File: src/rtl/alu_pkg.sv
// Shared ALU encodings used by the decoder and the execute unit.
package alu_pkg;

   localparam logic [2:0] ALU_ADD = 3'b000;
   localparam logic [2:0] ALU_SUB = 3'b001;
   localparam logic [2:0] ALU_AND = 3'b010;
   localparam logic [2:0] ALU_OR  = 3'b011;
   localparam logic [2:0] ALU_SLT = 3'b101;

   localparam logic [1:0] ALUOP_ADD   = 2'b00;
   localparam logic [1:0] ALUOP_SUB   = 2'b01;
   localparam logic [1:0] ALUOP_FUNCT = 2'b10;

   function automatic logic uses_sub(logic [2:0] ctrl);
      return (ctrl == ALU_SUB) || (ctrl == ALU_SLT);
   endfunction

endpackage

File: src/rtl/alu_core.sv
// Combinational ALU: result plus zero, signed-overflow and illegal flags.
module alu_core
   import alu_pkg::*;
#(
   parameter int WIDTH = 32
) (
   input  logic [WIDTH-1:0] a_i,
   input  logic [WIDTH-1:0] b_i,
   input  logic [2:0]       ctrl_i,
   output logic [WIDTH-1:0] result_o,
   output logic             zero_o,
   output logic             ovf_o,
   output logic             err_o
);

   localparam int M = WIDTH - 1;

   logic             sub;
   logic [WIDTH-1:0] b_eff;
   logic [WIDTH-1:0] sum;
   logic             v;

   assign sub   = uses_sub(ctrl_i);
   assign b_eff = sub ? ~b_i : b_i;
   assign sum   = a_i + b_eff + {{(WIDTH-1){1'b0}}, sub};
   // Same rule covers add and sub once B has been conditionally inverted.
   assign v     = (a_i[M] == b_eff[M]) && (sum[M] != a_i[M]);

   always_comb begin
      result_o = '0;
      ovf_o    = 1'b0;
      err_o    = 1'b0;
      unique case (ctrl_i)
         ALU_ADD: begin
            result_o = sum;
            ovf_o    = v;
         end
         ALU_SUB: begin
            result_o = sum;
            ovf_o    = v;
         end
         ALU_AND: result_o = a_i & b_i;
         ALU_OR:  result_o = a_i | b_i;
         ALU_SLT: result_o = {{(WIDTH-1){1'b0}}, sum[M] ^ v};
         default: err_o = 1'b1;
      endcase
   end

   assign zero_o = (result_o == '0);

endmodule

File: src/rtl/alu_exec_unit.sv
// Handshaked execute stage: ALU core feeding a 2-entry result FIFO.
module alu_exec_unit
   import alu_pkg::*;
#(
   parameter int WIDTH = 32,
   parameter int CNT_W = 16
) (
   input  logic             clk,
   input  logic             rst_n,
   input  logic             in_valid,
   output logic             in_ready,
   input  logic [2:0]       ALUControl,
   input  logic [WIDTH-1:0] SrcA,
   input  logic [WIDTH-1:0] SrcB,
   output logic             out_valid,
   input  logic             out_ready,
   output logic [WIDTH-1:0] out_result,
   output logic             out_zero,
   output logic             out_ovf,
   output logic             out_err,
   output logic [CNT_W-1:0] ops_done
);

   logic [WIDTH-1:0] core_res;
   logic             core_zero;
   logic             core_ovf;
   logic             core_err;

   alu_core #(
      .WIDTH (WIDTH)
   ) u_core (
      .a_i      (SrcA),
      .b_i      (SrcB),
      .ctrl_i   (ALUControl),
      .result_o (core_res),
      .zero_o   (core_zero),
      .ovf_o    (core_ovf),
      .err_o    (core_err)
   );

   logic [1:0][WIDTH-1:0] res_q;
   logic [1:0]            zero_q;
   logic [1:0]            ovf_q;
   logic [1:0]            err_q;
   logic                  wr_ptr_q;
   logic                  rd_ptr_q;
   logic [1:0]            count_q;
   logic [1:0]            count_d;
   logic [CNT_W-1:0]      ops_q;
   logic                  push;
   logic                  pop;

   // Ready depends on occupancy only, so out_ready never reaches in_ready.
   assign in_ready  = (count_q != 2'd2);
   assign out_valid = (count_q != 2'd0);
   assign push      = in_valid & in_ready;
   assign pop       = out_valid & out_ready;

   always_comb begin
      count_d = count_q;
      unique case ({push, pop})
         2'b10:   count_d = count_q + 2'd1;
         2'b01:   count_d = count_q - 2'd1;
         default: count_d = count_q;
      endcase
   end

   always_ff @(posedge clk or negedge rst_n) begin
      if (!rst_n) begin
         res_q    <= '0;
         zero_q   <= '0;
         ovf_q    <= '0;
         err_q    <= '0;
         wr_ptr_q <= 1'b0;
         rd_ptr_q <= 1'b0;
         count_q  <= '0;
         ops_q    <= '0;
      end else begin
         if (push) begin
            res_q[wr_ptr_q]  <= core_res;
            zero_q[wr_ptr_q] <= core_zero;
            ovf_q[wr_ptr_q]  <= core_ovf;
            err_q[wr_ptr_q]  <= core_err;
            wr_ptr_q         <= ~wr_ptr_q;
         end
         if (pop) begin
            rd_ptr_q <= ~rd_ptr_q;
            ops_q    <= ops_q + CNT_W'(1);
         end
         count_q <= count_d;
      end
   end

   assign out_result = res_q[rd_ptr_q];
   assign out_zero   = zero_q[rd_ptr_q];
   assign out_ovf    = ovf_q[rd_ptr_q];
   assign out_err    = err_q[rd_ptr_q];
   assign ops_done   = ops_q;

endmodule
File: config.mk
export PLATFORM = sky130hd
export DESIGN_NAME = alu_exec_unit
export DESIGN_NICKNAME = d
export VERILOG_FILES = /design/src/rtl/alu_pkg.sv /design/src/rtl/alu_core.sv /design/src/rtl/alu_exec_unit.sv
export SDC_FILE = /design/constraint.sdc
export NUM_CORES = 1
export LEC_CHECK = 0
export ABC_CLOCK_PERIOD_IN_PS = 2200
export CORE_UTILIZATION = 30
export DETAILED_ROUTE_END_ITERATION = 6
export GPL_TIMING_DRIVEN = 0
export PLACE_DENSITY = 0.62
export SYNTH_ARGS = -nofsm -noshare
export SYNTH_HDL_FRONTEND = slang
export SYNTH_SLANG_ARGS = --single-unit
File: constraint.sdc
create_clock -name clk -period 2.2 [get_ports clk]
set_clock_uncertainty 0.15 [all_clocks]
set_input_delay 0.66 -clock clk [delete_from_list [all_inputs] [get_ports clk]]
set_output_delay 0.66 -clock clk [all_outputs]
set_load 0.02 [all_outputs]
==> flow_metrics.tcl <==
set metrics [dict create \
    drv_slew 0 \
    cp_num_buf_inv 6 \
    worstPathCellList "buf_8, clkbuf_16, clkbuf_16, buf_12, nand2_8, buf_12, xnor2_1, ha_1, buf_6, a21o_4, a31o_4, or3_4, a31oi_4, nor4b_4, nand4b_1, or4b_4, a2111oi_4, a22o_1" \
    ys_warn_count 0 \
    synth-xor-area-share 0.0802 \
    vias_per_cell 5.51 \
    die_w_um 157 \
    worst_ir_drop_vdd_mv 0.641 \
    clk_latency_ns 0.34 \
    final_cells 1394 \
    finalSetupViolations 98 \
    dr_total_vias 7681 \
    ys_types 77 \
    p_sw_frac 0.402 \
    synth_nets 958 \
    layout.nets 1179 \
    pwr-share-clk 0.141 \
    ys_ff_latch 90 \
    period_share 1.96 \
    critPathSlowestCell "or4b_4" \
    diodes 0 \
    setup_ws_ns -2.11 \
    violations "setup timing" \
    cts_buffers 9 \
    hold_viol 0 \
    fmax_mhz 232 \
    crit_fanout 7 \
    grt_pass1_vias 7545 \
    dr.pass1.iters 5 \
    clockBufferDepth 2 \
    yosysSeqAreaShare 0.312 \
    critPathTopFamily "simple AND/OR/NAND/NOR gates" \
    synth-edff-count 0 \
    p_int_uw 6500 \
    dp.cells 1289 \
    slew_headroom 0.452 \
    tritoncts "done" \
    hpwlAfterDp_um 19400 \
    drt_iter0_markers 631 \
    switching_power_uw 4370 \
    ys.flop_type "dfrtp_1" \
    synth_area_per_cell_sq_um 8.49 \
    antenna_found_initial 0 \
    clk_pin_slew_ns 0.06 \
    arrival_ns 4.43 \
    utilization 0.489 \
    outcome "complete, but fails checks" \
    dp_worst_setup_slack_ns -3.37 \
    cap_violations 0 \
    finalSetupTns_ns -84.59 \
    drive_above_1_share 0.364 \
    start_util 0.306 \
    crit_path_start_kind "input pin" \
    rsz0062_at_grt "true" \
    cp.required_ns 2.33 \
    slowest_delay_ns 0.58 \
    grt_max_degree 50 \
    tightest_slew_ns 0.822 \
    gp_congestion 0.941 \
    grt_overflow 0 \
    die_area_sq_um 24700 \
    synth.cell_area_sq_um 7210 \
    critPathKind "input pin to flop" \
    power_density_nw_per_um2 944 \
    synth_top_family_by_area "compound AO/OA/AOI/OAI gates" \
    drt-total-wl_um 27600 \
    route.detailed.drc 0 \
    grt_pass1_wl_um 41700 \
    core_sq_um 23500 \
    cts.htree.levels 3 \
    p_leak_uw 0.00491 \
    pin_count 124 \
    synth_compound_area_frac 0.230 \
    wl_per_cell_um 19.8 \
    port-buffer-count 120 \
    period_needed_ns 4.31 \
    yosys.area_share.simple 0.185 \
    ys_async_sr_fraction 1.00 \
    grt_usage 0.221 \
    syn_to_final_growth_pct 59.7 \
    root_buffer "clkbuf_16" \
    pwr-share-comb 0.606 \
    synthMuxAreaShare 0.0663 \
    synth_fa_ha_area_frac 0.0934 \
    p_seq_frac 0.253 \
    hold_path.class "input pin to asynchronous set/reset pin" \
    chipHeight_um 157 \
    rows 56 \
    cts_sinks 90 \
    end_kind "flop" \
    final_antenna_net_count 0 \
    syn-instance-count 849 \
]
placed cells by master (no fill, tap or decap), drive strengths merged, types with 19 or more instances in the layout:
| master | count |
|---|---|
| a21oi | 53 |
| a22o | 23 |
| buf | 152 |
| clkbuf | 36 |
| clkdlybuf4s50 | 69 |
| dfrtp | 90 |
| ha | 37 |
| maj3 | 19 |
| mux2 | 38 |
| nand2 | 153 |
| nor2 | 47 |
| o21ai | 72 |
| xnor2 | 54 |
final cells by class:
class	count	area [sq um]
well taps	319	399
inverters	12	52.6
plain buffers	38	360
clock inverters	4	51.3
repair buffers	219	2150
flip-flops and latches	90	2250
fillers	2216	12000
multi-input cells	700	6000
clock buffers	12	246
cells in the mapped netlist, types with 10 or more instances:
cell type | instances | area share
and3_1 | 10 | 0.0087
a31oi_1 | 11 | 0.0095
nand2_1 | 152 | 0.079
nand3_1 | 16 | 0.011
a21oi_1 | 51 | 0.035
mux2_2 | 38 | 0.059
dfrtp_1 | 90 | 0.31
a21o_1 | 10 | 0.010
nand4_1 | 16 | 0.014
o21ai_0 | 68 | 0.047
ha_1 | 37 | 0.064
buf_1 | 12 | 0.0062
xor2_1 | 12 | 0.015
maj3_1 | 19 | 0.026
nor2_1 | 47 | 0.024
xnor2_1 | 54 | 0.066
inv_1 | 11 | 0.0057
a22o_1 | 23 | 0.028
o21a_1 | 11 | 0.011
clkbuf_1 | 28 | 0.015
registers in the layout (all words and copies together) (netlist names):
| register | count |
|---|---|
| ovf_q | 2 |
| count_q | 2 |
| err_q | 2 |
| res_q | 64 |
| rd_ptr_q | 1 |
| zero_q | 2 |
| ops_done | 16 |
| wr_ptr_q | 1 |
stage by stage:
| step | total power [uW] | hold WS [ns] | cell area, sq um |
|---|---|---|---|
| 6_report | 10900 | 0.160 | 11500 |
| 5_1_grt | 11500 | 0.199 | 11500 |
| 4_1_cts | 9740 | 0.173 | 10500 |
| 3_5_place_dp | 7730 | 0.308 | 9170 |
| 3_3_place_gp | 7660 | 0.305 | 9150 |
| 2_1_floorplan | 5800 | 0.214 | 7540 |
worst register-to-register path: stages, from the launching register on:
cell and delay, ns:
dfrtp_1 0.40, nand2b_1 0.20, nand2_1 0.14, nor2_2 0.40, nand2_1 0.29, clkbuf_1 0.31, o21ai_0 0.23
cell families after synthesis:
group | count (synthesis)
compound gates | 242
fa+ha+maj | 57
simple gates | 292
buf+inv | 59
mux | 43
xor+xnor | 66
flops | 90
timing repair:
action	in CTS	in global routing
gates cloned	3	2
resized for setup	335	177
hold buffers	0	0
setup endpoints to repair	123	114
buffers inserted	59	37
pin swaps	79	60
path summary, 6_finish.rpt:
kind	endpoint	slack [ns]	cells after the start	start
worst max-delay path	zero_q[0]	-2.11	18	ALUControl[0]
max in group asynchronous	rd_ptr_q	1.10	2	rst_n
worst min-delay path	ovf_q[0]	0.16	1	rst_n
min in group clk	res_q[45]	0.32	2	res_q[45]
worst max register to register	res_q[22]	-0.01	6	count_q[0]
worst min register to register	res_q[45]	0.32	2	res_q[45]
power groups by stage:
stage	clock, uW	sequential, uW	combinational (uW)
4_1_cts	1570	2720	5440
2_1_floorplan	0	2700	3100
6_report	1540	2750	6580
5_1_grt	1630	2840	7020
3_3_place_gp	0	2720	4940
3_5_place_dp	0	2750	4990
routing by layer:
layer | track usage | routed length, um | up-vias
met3 | 0.0339 | 1840 | 66
met4 | 0.0874 | 881 | 0
met1 | 0.295 | 12000 | 3754
met2 | 0.356 | 12900 | 327
met5 | 0 | 0 | -
li1 | - | - | 3534
(Power assumes the default switching activity.)
